--- config.mk ---
export PLATFORM = sky130hd
export DESIGN_NAME = mem_lane_reader
export DESIGN_NICKNAME = d
export VERILOG_FILES = /design/src/rtl/hist_pkg.sv /design/src/rtl/lane_unpacker.sv /design/src/rtl/mem_lane_reader.sv
export SDC_FILE = /design/constraint.sdc
export NUM_CORES = 1
export LEC_CHECK = 0
export ABC_CLOCK_PERIOD_IN_PS = 3050
export CAP_MARGIN = 40
export CORE_AREA = 8 8 122 124
export DETAILED_ROUTE_END_ITERATION = 7
export DIE_AREA = 0 0 130 132
export PLACE_DENSITY = 0.93
export SLEW_MARGIN = 10
export SYNTH_ARGS = -nofsm -noshare
export SYNTH_HDL_FRONTEND = slang
export SYNTH_SLANG_ARGS = --single-unit
--- constraint.sdc ---
create_clock -name clk -period 3.05 [get_ports clk]
set_clock_uncertainty 0.1 [all_clocks]
set_input_delay 0.61 -clock clk [delete_from_list [all_inputs] [get_ports clk]]
set_output_delay 0.61 -clock clk [all_outputs]
set_load 0.005 [all_outputs]
--- src/rtl/hist_pkg.sv ---
// Shared types and constants for the histogram read path.
// Word/element geometry and the lane reader FSM encoding.
package hist_pkg;

  localparam int DATA_W = 128;
  localparam int ELEM_W = 16;
  localparam int LANES  = DATA_W / ELEM_W;
  localparam int ADDR_W = 8;

  typedef logic [DATA_W-1:0] word_t;
  typedef logic [ELEM_W-1:0] elem_t;

  typedef enum logic [2:0] {
    IDLE,
    REQ,
    WAIT,
    STREAM,
    DONE
  } rd_state_t;

endpackage

--- src/rtl/lane_unpacker.sv ---
// Holds one fetched memory word and walks its lanes.
// Lane 0 (least significant element) is presented first.
module lane_unpacker #(
  parameter int DATA_W = hist_pkg::DATA_W,
  parameter int ELEM_W = hist_pkg::ELEM_W
) (
  input  logic              clk,
  input  logic              rst_n,
  input  logic              cap_i,
  input  logic [DATA_W-1:0] word_i,
  input  logic              adv_i,
  output logic [ELEM_W-1:0] elem_o,
  output logic              last_lane_o
);

  localparam int LANES = DATA_W / ELEM_W;
  localparam int IDX_W = (LANES > 1) ? $clog2(LANES) : 1;

  logic [DATA_W-1:0] buf_q, buf_d;
  logic [IDX_W-1:0]  idx_q, idx_d;

  assign last_lane_o = (idx_q == IDX_W'(LANES - 1));
  assign elem_o      = buf_q[ELEM_W*idx_q +: ELEM_W];

  always_comb begin
    buf_d = buf_q;
    idx_d = idx_q;
    if (cap_i) begin
      buf_d = word_i;
      idx_d = '0;
    end else if (adv_i) begin
      idx_d = last_lane_o ? '0 : idx_q + 1'b1;
    end
  end

  always_ff @(posedge clk) begin
    if (!rst_n) begin
      buf_q <= '0;
      idx_q <= '0;
    end else begin
      buf_q <= buf_d;
      idx_q <= idx_d;
    end
  end

endmodule

--- src/rtl/mem_lane_reader.sv ---
// Fetches a run of memory words, one at a time, and streams
// their 16-bit lanes to the histogram datapath.
module mem_lane_reader
  import hist_pkg::*;
#(
  parameter int DATA_W = hist_pkg::DATA_W,
  parameter int ELEM_W = hist_pkg::ELEM_W,
  parameter int ADDR_W = hist_pkg::ADDR_W,
  parameter int RD_LAT = 1
) (
  input  logic              clk,
  input  logic              rst_n,
  input  logic              start,
  input  logic [ADDR_W-1:0] base_addr,
  input  logic [ADDR_W:0]   num_words,
  output logic [ADDR_W-1:0] mem_addr,
  output logic              mem_rd_en,
  input  logic [DATA_W-1:0] mem_rdata,
  output logic              out_valid,
  input  logic              out_ready,
  output logic [ELEM_W-1:0] out_data,
  output logic              out_last,
  output logic              busy,
  output logic              done
);

  localparam int LAT_W = (RD_LAT > 1) ? $clog2(RD_LAT) : 1;

  rd_state_t         state_q, state_d;
  logic [ADDR_W-1:0] addr_q, addr_d;
  logic [ADDR_W:0]   words_q, words_d;
  logic [LAT_W-1:0]  lat_q, lat_d;

  logic              lat_end;
  logic              cap;
  logic              hs;
  logic              last_lane;
  logic              final_word;
  logic [ELEM_W-1:0] elem;

  assign lat_end    = (lat_q == LAT_W'(RD_LAT - 1));
  assign cap        = (state_q == WAIT) && lat_end;
  assign hs         = (state_q == STREAM) && out_ready;
  assign final_word = (words_q == (ADDR_W+1)'(1));

  lane_unpacker #(
    .DATA_W(DATA_W),
    .ELEM_W(ELEM_W)
  ) u_unpack (
    .clk        (clk),
    .rst_n      (rst_n),
    .cap_i      (cap),
    .word_i     (mem_rdata),
    .adv_i      (hs),
    .elem_o     (elem),
    .last_lane_o(last_lane)
  );

  always_ff @(posedge clk) begin
    if (!rst_n) begin
      state_q <= IDLE;
      addr_q  <= '0;
      words_q <= '0;
      lat_q   <= '0;
    end else begin
      state_q <= state_d;
      addr_q  <= addr_d;
      words_q <= words_d;
      lat_q   <= lat_d;
    end
  end

  always_comb begin
    state_d = state_q;
    unique case (state_q)
      IDLE: begin
        if (start) begin
          state_d = (num_words == '0) ? DONE : REQ;
        end
      end
      REQ:  state_d = WAIT;
      WAIT: begin
        if (lat_end) state_d = STREAM;
      end
      STREAM: begin
        if (hs && last_lane) begin
          state_d = final_word ? DONE : REQ;
        end
      end
      DONE:    state_d = IDLE;
      default: state_d = IDLE;
    endcase
  end

  // Address and word count move together on the last lane handshake.
  always_comb begin
    addr_d  = addr_q;
    words_d = words_q;
    lat_d   = lat_q;
    if (state_q == IDLE && start) begin
      addr_d  = base_addr;
      words_d = num_words;
    end
    if (state_q == REQ) lat_d = '0;
    if (state_q == WAIT && !lat_end) lat_d = lat_q + 1'b1;
    if (hs && last_lane) begin
      addr_d  = addr_q + 1'b1;
      words_d = words_q - 1'b1;
    end
  end

  always_comb begin
    mem_rd_en = (state_q == REQ);
    mem_addr  = addr_q;
    out_valid = (state_q == STREAM);
    out_data  = out_valid ? elem : '0;
    out_last  = out_valid && last_lane && final_word;
    busy      = (state_q != IDLE);
    done      = (state_q == DONE);
  end

endmodule
==> impl_results.md <==
* Htree depth at 4
* Tot GR Track Use at between 20% and 30%
* Synthesized area per cell at roughly 8.4 um^2
* Boundary pin count at 178
* Worst path required time at between 2 and 2.5 ns
* Row count at 42
* Crit path time final at 2.976 ns
* Post-route ant nets at 0
* Clock slew at reported path FFs at roughly 0.060 ns
* First-pass GRT wire length at roughly 32000 um
* Sequential share of power at about 41%
* Final Hold Viols at 0
* GP Congestion at just under 0.9
* Relative slew slack at a little over half
* Hold Path End: u_unpack.buf_q[89]
* Peak supply drop at 429.9 uV
* Post-layout util at 71.30%
* Pwr Density at 642.5 nW/um^2
* Die footprint at approximately 17000 um^2
* Initial Util at approximately half
* Tightest Hold Check Type: flop to flop
* Gr ovfl total at 0
* Largest net degree at the start of global routing at between 100 and 150
* Router iterations before antenna repair at 6
* Setup violators final at 0
* Register area at 3047 um^2
* Sequential area share after synthesis at between 40% and 50%
* Post-CTS Setup Bufs at 0
* Via count at 6320
* Crit start category: flop
* Register-to-register setup slack at 0.62 ns
* Worst Max-Slew Pin Slew at around 0.69 ns
* Clock power frac at ~38%
* Synth Warn # at 0
* Worst-path maximum fanout at 9
* Comb power frac at 21.5%
* Core Region at around 13000 um^2
* Arrival @ worst endpoint at 2.27 ns
* Net Count, Synth at 954
* Root buf cell: clkbuf_16
* MaxCap Viol Count at 0
* Most frequent cells in the layout: 274 x nand2_1, 176 x clkdlybuf4s50_1, 149 x dfxtp_1, 145 x a21oi_1, 32 x mux4_2
* Final wirelength at around 20000 um
* Max Clock Freq at about 340 MHz
* Synth unique cells at 45
* # port buffers at 177
* Syn Inst Count at 800
* Largest area contributor in the netlist: dfxtp_1
* Share of cells above drive strength 1 at 8.968%
* Initial antenna violation count at 0
* Reg2reg path depth at 7
* Cell Area, Synth at between 6000 and 7000 um^2
* Num CTS Buffers at 17
* Top cell type's share of synthesized area at between 40% and 50%
* Hold Startpoint: u_unpack.buf_q[89]
* Final worst path period share at 97.57%
* Commonest non-fill, non-tap cell in the layout: nand2_1
* Clock Sink Count at 152
* Post-synth top flop: dfxtp_1
* CTS tree: built
* Setup crit end kind: output port
* P_leak at roughly 0.0032 uW
* Cell Int Power at ~4300 uW
* Yosys reg bits at roughly 150
* Via count of the first global-routing pass at between 6000 and 7000
* Post-layout net count at ~1100
* Hold-fix buffer count after cts at 0
* Unrepaired setup endpoints after global routing: true
* Wire length per cell at 17.64 um
* DRT iter0 DRCs at 578
* Diode count at 0
* Worst-Skew Late Latency at around 0.42 ns
* HPWL after DPL at ~14000 um
* P&R area growth vs syn at 38.00%
* Clock buffer depth at 2
* Worst r2r src: u_unpack.idx_q[0]
* Net Sw Power at 1655 uW
* WHS Path Cells at 2
* Async set-reset flop share out of synthesis at 0%
* # DRC at 0
* FF-to-FF End: words_q[8]
* EDFF count, synth at 0
* Hold_ws at between 0.3 and 0.4 ns
* Synth area leaders: dfxtp_1 45%, nand2_1 15%, a21oi_1 11%
* Status: finished clean
* Die Ht at 132 um
* Via density at ~5.6
* FILL cells at roughly 1000
* Pins Over Slew Limit at 0
* Die width at 130 um
* Footprint of the multi-input gates at about 3400 um^2
* Critical path class: flop to output port
* Sw frac at ~28%
==> cells in the mapped netlist (7+ instances only) <==
cell	number
a21oi_1	145
buf_2	15
clkbuf_1	44
dfxtp_1	152
inv_1	7
mux2i_1	16
mux4_2	32
nand2_1	274
nand3_1	9
nor2_1	24
nor3_1	7
==> worst max-delay path: stages, from the launching register on <==
cell and delay, ns:
dfxtp_2 0.35, buf_4 0.21, mux4_2 0.54, mux2i_1 0.19, nor2_1 0.09, clkdlybuf4s50_1 0.47
==> sequential cells by signal (all words and copies together) (netlist names) <==
| name | flops |
|---|---|
| u_unpack.buf_q | 128 |
| state_q | 3 |
| lat_q | 1 |
| mem_addr | 8 |
| u_unpack.idx_q | 3 |
| words_q | 9 |
==> through the flow <==
step / instances / area (um^2) / TNS [ns] / power (uW) / setup slack, ns
floorplan: 800 / 6706 / 0 / 3193 / 0.8101
global placement: 1104 / 8626 / 0 / 3665 / 0.4871
detailed placement: 1104 / 8626 / 0 / 3714 / 0.4485
CTS: 1135 / 9251 / 0 / 5958 / 0.04473
global route: 1135 / 9255 / -0.004569 / 6204 / -0.004569
finish: 1135 / 9255 / 0 / 5947 / 0.07396
==> logic make-up after synthesis <==
kind of cell               Yosys count  share of synthesized area [%]
AOI/OAI and AO/OA                  176                          14.25
xor gates and xnor gates             1                         0.1306
adders and majority gates            5                         0.9328
buffers and inverters               70                          4.422
DFF                                152                          45.37
muxes                               49                          13.30
and+or+nand+nor                    347                          21.59
==> area by class of cell <==
cell class                 instances  area share [%]
clock buffer                      21           4.867
inverter                           7          0.3109
multi-input combinational        578           36.51
sequential                       152           32.92
clock inverter                    10           1.893
tap                              176           2.379
timing repair buffer             191           21.12
==> how the worst max path moves through the flow <==
stage                 startpoint            to  slack, ns  cells past startpoint
5_1_grt        u_unpack.idx_q[1]   out_data[4]     -0.005                      5
3_5_place_dp           out_ready    words_q[7]       0.45                      5
3_3_place_gp           out_ready    words_q[8]       0.49                      5
6_report       u_unpack.idx_q[1]   out_data[4]       0.07                      5
4_1_cts        u_unpack.idx_q[1]   out_data[4]       0.04                      5
2_1_floorplan  u_unpack.idx_q[1]  out_data[13]       0.81                      6
==> layer usage <==
layer / share of wire, % / wire length (um) / up-vias / track usage [%]
li1: - / - / 3046 / -
met1: 38 / 7688 / 2963 / 26.54
met2: 51 / 10300 / 277 / 41.10
met3: 7.9 / 1572 / 34 / 6.351
met4: 2.3 / 454 / 0 / 8.715
met5: 0 / 0 / - / 0
==> repair_timing <==
item,in CTS,in global routing
gates resized for setup,0,2
hold endpoints to repair,0,0
setup endpoints to repair,0,5
==> power groups by stage <==
stage	clock (uW)	combinational, uW	sequential (uW)
floorplan	0	807	2390
global placement	0	1240	2430
detailed placement	0	1270	2440
CTS	2270	1280	2410
global route	2350	1410	2440
finish	2260	1280	2410
Power figures use the tool's default switching activity.
